**src/rtl/qam_mapper_param.sv**
```systemverilog
// Serial-bit QAM mapper: optional LFSR scrambling, Gray-coded QPSK/16QAM/64QAM
// mapping per axis, and a held ready/valid symbol output.
module qam_mapper_param #(
    parameter int                OUT_W     = 8,
    parameter int                LFSR_W    = 7,
    parameter logic [LFSR_W-1:0] LFSR_TAPS = 7'h48,
    parameter int                SCALE     = 16,
    parameter logic [LFSR_W-1:0] LFSR_RST  = {LFSR_W{1'b1}}
) (
    input  logic                    clk,
    input  logic                    reset_n,
    input  logic [LFSR_W-1:0]       lfsr_seed,
    input  logic                    lfsr_load,
    input  logic [1:0]              mode,
    input  logic                    scr_en,
    input  logic                    in_bit,
    input  logic                    in_valid,
    input  logic                    in_last,
    output logic                    in_ready,
    output logic signed [OUT_W-1:0] I_out,
    output logic signed [OUT_W-1:0] Q_out,
    output logic                    out_valid,
    output logic                    out_last,
    input  logic                    out_ready,
    output logic                    mode_err
);

    if (32'sd7 * SCALE > (32'sd1 <<< (OUT_W - 1)) - 32'sd1) begin : g_scale_check
        $error("qam_mapper_param: 7*SCALE does not fit the signed OUT_W range");
    end

    // Gray-decode one axis and scale its level 2b-(2^k-1) to the output width.
    function automatic logic signed [OUT_W-1:0] map_axis(input logic [2:0] g, input logic [1:0] k);
        logic [2:0] b;
        int         lvl;
        b[2] = g[2];
        b[1] = g[1] ^ b[2];
        b[0] = g[0] ^ b[1];
        lvl  = (32'sd2 * $signed({29'd0, b})) - ((32'sd1 <<< k) - 32'sd1);
        return OUT_W'(lvl * SCALE);
    endfunction

    logic [LFSR_W-1:0]       lfsr_r;
    logic [2:0]              bit_cnt_r;
    logic [4:0]              sym_r;
    logic [1:0]              mode_r;
    logic                    live_r;
    logic                    mode_err_r;
    logic signed [OUT_W-1:0] i_out_r;
    logic signed [OUT_W-1:0] q_out_r;
    logic                    out_valid_r;
    logic                    out_last_r;

    logic [1:0]              eff_mode_s;
    logic [2:0]              bps_s;
    logic                    fb_s;
    logic                    data_bit_s;
    logic                    complete_s;
    logic                    in_ready_s;
    logic                    accept_s;
    logic [LFSR_W-1:0]       seed_s;
    logic [5:0]              gather_s;
    logic [2:0]              i_g_s;
    logic [2:0]              q_g_s;
    logic [1:0]              k_s;

    // Symbol geometry, scrambler feedback and input handshake.
    always_comb begin
        eff_mode_s = (bit_cnt_r == 3'd0) ? mode : mode_r;
        case (eff_mode_s)
            2'b01:   bps_s = 3'd4;
            2'b10:   bps_s = 3'd6;
            default: bps_s = 3'd2;
        endcase
        fb_s       = ^(lfsr_r & LFSR_TAPS);
        data_bit_s = scr_en ? (in_bit ^ fb_s) : in_bit;
        complete_s = (bit_cnt_r == (bps_s - 3'd1)) || in_last;
        in_ready_s = live_r && !lfsr_load && !(complete_s && out_valid_r && !out_ready);
        accept_s   = in_valid && in_ready_s;
        seed_s     = (lfsr_seed == {LFSR_W{1'b0}}) ? {LFSR_W{1'b1}} : lfsr_seed;
        // Left-justify into BPS bits: a short final symbol is zero-padded.
        gather_s   = {sym_r, data_bit_s} << (bps_s - 3'd1 - bit_cnt_r);
    end

    // Split the gathered symbol into I (first half) and Q (second half) Gray codes.
    always_comb begin
        case (eff_mode_s)
            2'b01: begin
                i_g_s = {1'b0, gather_s[3:2]};
                q_g_s = {1'b0, gather_s[1:0]};
                k_s   = 2'd2;
            end
            2'b10: begin
                i_g_s = gather_s[5:3];
                q_g_s = gather_s[2:0];
                k_s   = 2'd3;
            end
            default: begin
                i_g_s = {2'b00, gather_s[1]};
                q_g_s = {2'b00, gather_s[0]};
                k_s   = 2'd1;
            end
        endcase
    end

    // Bit counter, partial symbol, held mode, scrambler state and error flag.
    always_ff @(posedge clk or negedge reset_n) begin
        if (!reset_n) begin
            lfsr_r     <= LFSR_RST;
            bit_cnt_r  <= 3'd0;
            sym_r      <= 5'd0;
            mode_r     <= 2'b00;
            live_r     <= 1'b0;
            mode_err_r <= 1'b0;
        end else begin
            live_r <= 1'b1;
            if (lfsr_load) begin
                lfsr_r    <= seed_s;
                bit_cnt_r <= 3'd0;
                sym_r     <= 5'd0;
            end else if (accept_s) begin
                if (bit_cnt_r == 3'd0) begin
                    mode_r <= mode;
                    if (mode == 2'b11) begin
                        mode_err_r <= 1'b1;
                    end
                end
                if (in_last) begin
                    lfsr_r <= seed_s;
                end else if (scr_en) begin
                    lfsr_r <= {lfsr_r[LFSR_W-2:0], fb_s};
                end
                if (complete_s) begin
                    bit_cnt_r <= 3'd0;
                    sym_r     <= 5'd0;
                end else begin
                    bit_cnt_r <= bit_cnt_r + 3'd1;
                    sym_r     <= {sym_r[3:0], data_bit_s};
                end
            end
        end
    end

    // Output symbol register: load on completion, hold until taken.
    always_ff @(posedge clk or negedge reset_n) begin
        if (!reset_n) begin
            i_out_r     <= {OUT_W{1'b0}};
            q_out_r     <= {OUT_W{1'b0}};
            out_valid_r <= 1'b0;
            out_last_r  <= 1'b0;
        end else if (accept_s && complete_s && !lfsr_load) begin
            i_out_r     <= map_axis(i_g_s, k_s);
            q_out_r     <= map_axis(q_g_s, k_s);
            out_valid_r <= 1'b1;
            out_last_r  <= in_last;
        end else if (out_valid_r && out_ready) begin
            out_valid_r <= 1'b0;
            out_last_r  <= 1'b0;
        end
    end

    assign in_ready  = in_ready_s;
    assign I_out     = i_out_r;
    assign Q_out     = q_out_r;
    assign out_valid = out_valid_r;
    assign out_last  = out_last_r;
    assign mode_err  = mode_err_r;

endmodule

```
**config.mk**
```make
export PLATFORM = sky130hd
export DESIGN_NAME = qam_mapper_param
export DESIGN_NICKNAME = d
export VERILOG_FILES = /design/src/rtl/qam_mapper_param.sv
export SDC_FILE = /design/constraint.sdc
export NUM_CORES = 1
export LEC_CHECK = 0
export BUFFER_PORTS_ARGS = -buffer_cell sky130_fd_sc_hd__buf_2
export CORE_UTILIZATION = 40
export CTS_CLUSTER_DIAMETER = 30
export DETAILED_ROUTE_END_ITERATION = 6
export GPL_ROUTABILITY_DRIVEN = 0
export SLEW_MARGIN = 20
export SYNTH_ARGS = -nofsm -noshare
export SYNTH_HDL_FRONTEND = slang
export SYNTH_SLANG_ARGS = --single-unit
export TNS_END_PERCENT = 1
```
**constraint.sdc**
```tcl
create_clock -name clk -period 10.03 [get_ports clk]
set_clock_uncertainty 0.2 [all_clocks]
set_input_delay 2.006 -clock clk [delete_from_list [all_inputs] [get_ports clk]]
set_output_delay 2.006 -clock clk [all_outputs]
set_load 0.1 [all_outputs]
```
==> out/metrics.cfg, run 1 <==
[status]
status = complete, no violations

[synthesis]
synth_top_area_share_pct = 26.0
synth-adder-area-share_pct = 6.19
synthDistinctLibCells = 56
synth_top_area_cell = dfrtp_1
synth-xor-area-share_pct = 8.48
synth-edff-count = 0
syn-instance-count = 215
synth_area_um2 = 2020
synth-warning-count = 0
yosys.area_share.simple_pct = 16.7
avgSynthCellArea_um2 = 9.40
yosys-top-cells-area = dfrtp_1 (26%), dfstp_2 (9.1%), ha_1 (6.2%), a21oi_1 (5.0%), xnor2_1 (4.3%)
synth-main-ff-cell = dfrtp_1
synth_compound_area_share_pct = 22.4
synth_mux_area_share_pct = 3.34
seq_area_frac_synth_pct = 35.1
synthTopCellsByCount = dfrtp_1 (21), nor2_1 (21), a21oi_1 (20)
synthArstFlopShare_pct = 100
ys_ff_latch = 28
synth_top_family_by_area = compound AO/OA/AOI/OAI gates

[detailed_routing]
drtAntennaViolNets = 0
drt_iter0_drc = 59
vias = 1553
totalWireLength_um = 4010
post_drt_wl_per_cell_um = 13.2
drc = 0
vias_per_cell = 5.11
dr.pass1.iters = 4

[min_path]
hold_path_class = register to register

[run]
drv_cap = 0

[clock_tree]
h-tree-depth = 1
clockBufferDepth = 2
numCtsBuffers = 3
cts-resized-gates = 0
cts_tree = yes
clock_latency_ps = 280
post_cts_buffers = 0
cts.sinks = 28
ctsHoldBuffers = 0
cts.clk_slew.worst_paths_ps = 100
clock-root-buffer = clkbuf_8

[critical_path]
critPathLaunchType = input pin
crit_required_ps = 7820
worstSetupEndpointType = output port
cp_data_arrival_time_ps = 4560
crit_fanout = 12
crit_type = input pin to output port

[place]
io_buffers = 28
dp_cells = 300
dpl.hpwl_um = 3050

[finish]
fin_nets = 265
final_cells = 304
drive_gt1_share_pct = 25.7
fill_cells = 466
area_delta_synth_final_pct = 9.10
insertedDiodeCount = 0

[sta]
worst_pin_slew_ps = 836
final_hold_viol_count = 0
fmax_mhz = 148
fin_setup_tns_ps = 0
layout_min_cycle_time_ps = 6770
slew-limit-headroom_pct = 44.2
layout_worst_path_cycle_share_pct = 67.5
final_max_slew_viol_count = 0
rsz0062_at_grt = false
setup_viol = 0

[global_routing]
grt_pass1_vias = 1477
grt_max_degree = 29
grt_usage_pct = 16.7
overflow = 0
antenna_found_initial = 0
grt_pass1_wl_um = 6980

[power]
vdd_ir_drop_max_mv = 0.140
p_leak_nw = 0.978
powerDensity_nw_per_um2 = 193

[floorplan]
io_pins = 37
core.rowCount = 25
die_w_um = 73.1
fp.dieH_um = 73.1
core_um2 = 4790
start_util_pct = 42.2
die_area_um2 = 5340

flip-flops by register name, summed over array words and instances (netlist names), 2 cells and up:
| signal | cells |
|---|---|
| sym_r | 5 |
| bit_cnt_r | 3 |
| I_out | 3 |
| lfsr_r | 7 |
| Q_out | 4 |
| mode_r | 2 |
power breakdown:
group / internal, mW / switching [mW]
Clock: 0.0285 / 0.0362
Combinational: 0.0493 / 0.168
Sequential: 0.133 / 0.0110
Total: 0.211 / 0.215
routing by layer:
metal  vias to the layer above  part of all wire, %  wire length (um)  track usage [%]
met3                         2                  4.0               159             1.66
met5                         -                    0                 0                0
met2                        36                   45              1790             26.0
li1                        792                    -                 -                -
met1                       723                   51              2040             24.8
met4                         0                 0.42                17             3.92
placed cells by master, fill, tap and decap left out, drive strengths merged, types with 3 or more instances in the layout:
cell	instances
nor3	3
clkbuf	4
a21o	3
xnor2	12
ha	10
nand2	13
or2	4
nand2b	3
inv	8
xor2	5
mux2i	3
nor2	21
o21ai	5
conb	9
buf	29
nor3b	3
dfstp	7
o22ai	7
a21oi	21
nand3	8
mux2	3
a22o	6
dfrtp	21
worst paths after layout:
path,cells past startpoint,slack (ps),start,to
max,11,3260,mode[0],in_ready
min,2,270,mode_err$_DFFE_PN0P_,mode_err$_DFFE_PN0P_
max reg2reg,20,4360,bit_cnt_r[0]$_DFFE_PN0P_,I_out[7]$_DFFE_PN0P_
min reg2reg,2,270,mode_err$_DFFE_PN0P_,mode_err$_DFFE_PN0P_
max in group asynchronous,1,7690,reset_n,sym_r[4]$_DFFE_PN0P_
min in group asynchronous,1,1530,reset_n,Q_out[6]$_DFFE_PN0P_
critical path, cell delays in order:
cell,delay [ps]
buf_2,100
mux2i_1,260
inv_1,80
ha_1,290
inv_1,140
ha_1,380
and2_1,280
a21oi_1,270
nor2b_1,110
nor3b_1,170
buf_2,450
through the flow:
stage	cell area, um2	total power [mW]	setup WS (ps)	hold slack, ps	utilization, %
floorplan	2050	0.334	2170	250	-
global route	2200	0.448	3020	331	46.1
detailed placement	2160	0.364	3250	253	45.1
finish	2200	0.426	3260	270	46.1
global placement	2160	0.363	3320	245	45.1
CTS	2200	0.431	3240	279	46.1
area by class of cell:
class | instances | area (um2) | share of cell area [%]
multi-input combinational | 168 | 1190 | 53.9
sequential | 28 | 709 | 32.2
timing repair buffer | 29 | 148 | 6.70
tap | 67 | 83.8 | 3.80
clock buffer | 4 | 45.0 | 2.04
inverter | 8 | 30.0 | 1.36
kinds of logic after synthesis:
family | Yosys count
simple gates | 65
compound gates | 61
flops | 28
buf+inv | 26
xor+xnor | 17
fa+ha+maj | 10
mux | 6
other cells | 2
Power figures use the tool's default switching activity.
==> run 2, diff against run 1 <==
Clock period 10.03 ns to 5.9 ns, I/O delays scaled along.
==> run 2 against run 1 <==
Net effect: design area up 1.0%; core utilization up 0.47 points; register-to-register slack worse by 3700 ps; clock-buffer cell count unchanged; via count up 0.13%; total power up 73%; highest routed layer unchanged; critical path depth up 7; global-route usage down 0.17 points; non-clock buffer count up 1; worst setup slack worse by 2700 ps.
==> out/metrics.cfg, run 2 (synthesis gave the netlist of run 1 again) <==
[status]
status = complete, no violations

[critical_path]
crit_fanout = 12  ; unchanged
path_cells = buf_2 -> mux2i_1 -> ha_1 -> inv_1 -> ha_1 -> mux2_4 -> a21oi_2 -> nand3_1 -> a311oi_4 -> xor2_1 -> nor4bb_1 -> a211o_1 -> ha_1 -> a31o_2 -> a21oi_1 -> xnor2_1 -> xnor2_1 -> mux2_2
slowest_delay_ps = 540  ; +90 ps
crit_type = input pin to register
critPathLaunchType = input pin
crit_required_ps = 5880  ; -1940 ps
cp_data_arrival_time_ps = 5290  ; +730 ps
worstSetupEndpointType = register
slowest_stage = ha_1
crit_top_cell = ha_1

[finish]
area_delta_synth_final_pct = 10.2
largest_reg_flops = 7  ; unchanged
layout_common_cells = buf_2 (28), dfrtp_1 (21), nor2_1 (21), a21oi_1 (20), nand2_1 (13)
final_common_cell = buf_2
fin_area_um2 = 2230  ; +1.0%
utilization_pct = 46.5  ; +0.47 points
regMostFlops = lfsr_r
drive_gt1_share_pct = 26.9  ; +1.2 points
insertedDiodeCount = 0  ; unchanged
fin_nets = 266  ; +0.38%

[place]
dpl.hpwl_um = 3070  ; +0.61%
placed_cell_area_um2 = 2170  ; +0.58%
io_buffers = 28  ; unchanged

[run]
drv_cap = 0  ; unchanged

[clock_tree]
ctsHoldBuffers = 0  ; unchanged
cts_tree = yes
cts.sinks = 28  ; unchanged
post_cts_buffers = 0  ; unchanged
h-tree-depth = 1  ; unchanged
clock-root-buffer = clkbuf_8
numCtsBuffers = 3  ; unchanged
clock_latency_ps = 280  ; about the same
clockBufferDepth = 2  ; unchanged
cts.clk_slew.worst_paths_ps = 100  ; about the same
cts-resized-gates = 0  ; unchanged

[sta]
fmax_mhz = 188
setup_viol = 0  ; unchanged
layout_min_cycle_time_ps = 5320
fin_setup_tns_ps = 0  ; unchanged
slew-limit-headroom_pct = 51.9  ; +7.7 points
worst_pin_slew_ps = 720  ; -116 ps
final_max_slew_viol_count = 0  ; unchanged
final_hold_viol_count = 0  ; unchanged
layout_worst_path_cycle_share_pct = 90.1
rsz0062_at_grt = false

[global_routing]
grt_pass1_wl_um = 6740  ; -3.4%
grt_max_degree = 29  ; unchanged
antenna_found_initial = 0  ; unchanged
overflow = 0  ; unchanged
grt_usage_pct = 16.5  ; -0.17 points
grt_pass1_vias = 1370  ; -7.2%

[floorplan]
start_util_pct = 42.2  ; unchanged
io_pins = 37  ; unchanged
die_w_um = 73.1  ; unchanged
core_um2 = 4790  ; unchanged
die_area_um2 = 5340  ; unchanged
fp.dieH_um = 73.1  ; unchanged
core.rowCount = 25  ; unchanged

[detailed_routing]
post_drt_wl_per_cell_um = 13.4  ; +1.8%
drc = 0  ; unchanged
vias = 1555  ; +0.13%
totalWireLength_um = 4100  ; +2.1%
drtAntennaViolNets = 0  ; unchanged
vias_per_cell = 5.10  ; -0.20%
drt_iter0_drc = 62  ; +5.1%
dr.pass1.iters = 4  ; unchanged

[power]
p_leak_nw = 0.991  ; +1.4%
vdd_ir_drop_max_mv = 0.238  ; +70%
powerDensity_nw_per_um2 = 331  ; +71%

[min_path]
hold_path_class = register to register

==> run 2: cell type report <==
| type | instances | area (um2) |
|---|---|---|
| clock buffers | 4 | 55.1 |
| well taps | 67 | 83.8 |
| fillers | 479 | 2560 |
| inverters | 8 | 30.0 |
| repair buffers | 30 | 155 |
| multi-input cells | 168 | 1190 |
| flip-flops and latches | 28 | 709 |
==> run 2: power breakdown <==
| group | internal [mW] | total, mW | switching [mW] | leakage (nW) |
|---|---|---|---|---|
| Combinational | 0.0845 | 0.373 | 0.288 | 0.629 |
| Clock | 0.0599 | 0.121 | 0.0615 | 0.0288 |
| Sequential | 0.227 | 0.244 | 0.0168 | 0.334 |
==> run 2: metal layers <==
| metal | up-vias | part of all wire, % | track usage [%] |
|---|---|---|---|
| met1 | 716 | 52 | 24.9 |
| met2 | 37 | 43 | 24.6 |
| met5 | - | 0 | 0 |
| met3 | 7 | 4.3 | 1.80 |
| met4 | 0 | 1.6 | 5.23 |
| li1 | 795 | - | - |
==> run 2: final timing paths <==
kind | end | cells past startpoint | slack, ps | from
setup / recovery | I_out[7]$_DFFE_PN0P_ | 18 | 580 | mode[1]
max in group asynchronous | bit_cnt_r[2]$_DFFE_PN0P_ | 1 | 4390 | reset_n
setup reg to reg | I_out[7]$_DFFE_PN0P_ | 20 | 650 | bit_cnt_r[0]$_DFFE_PN0P_
hold / removal | mode_err$_DFFE_PN0P_ | 2 | 270 | mode_err$_DFFE_PN0P_
min in group asynchronous | out_last$_DFFE_PN0P_ | 1 | 710 | reset_n
hold reg to reg | mode_err$_DFFE_PN0P_ | 2 | 270 | mode_err$_DFFE_PN0P_
==> run 2: critical path, delay by kind of cell <==
family / cells / cell delay [ps]
adders and majority gates: 3 / 1230
AOI/OAI and AO/OA: 5 / 1140
muxes: 3 / 810
xor gates and xnor gates: 3 / 460
buffers and inverters: 2 / 240
and+or+nand+nor: 2 / 230
==> run 2: per-stage QoR <==
step | setup WS, ps | std cells | hold WS (ps) | total power, mW
finish | 583 | 305 | 271 | 0.738
global route | 346 | 305 | 306 | 0.776
CTS | 605 | 305 | 278 | 0.748
detailed placement | 297 | 301 | 252 | 0.621
global placement | 372 | 301 | 249 | 0.619
floorplan | 680 | 222 | 250 | 0.568
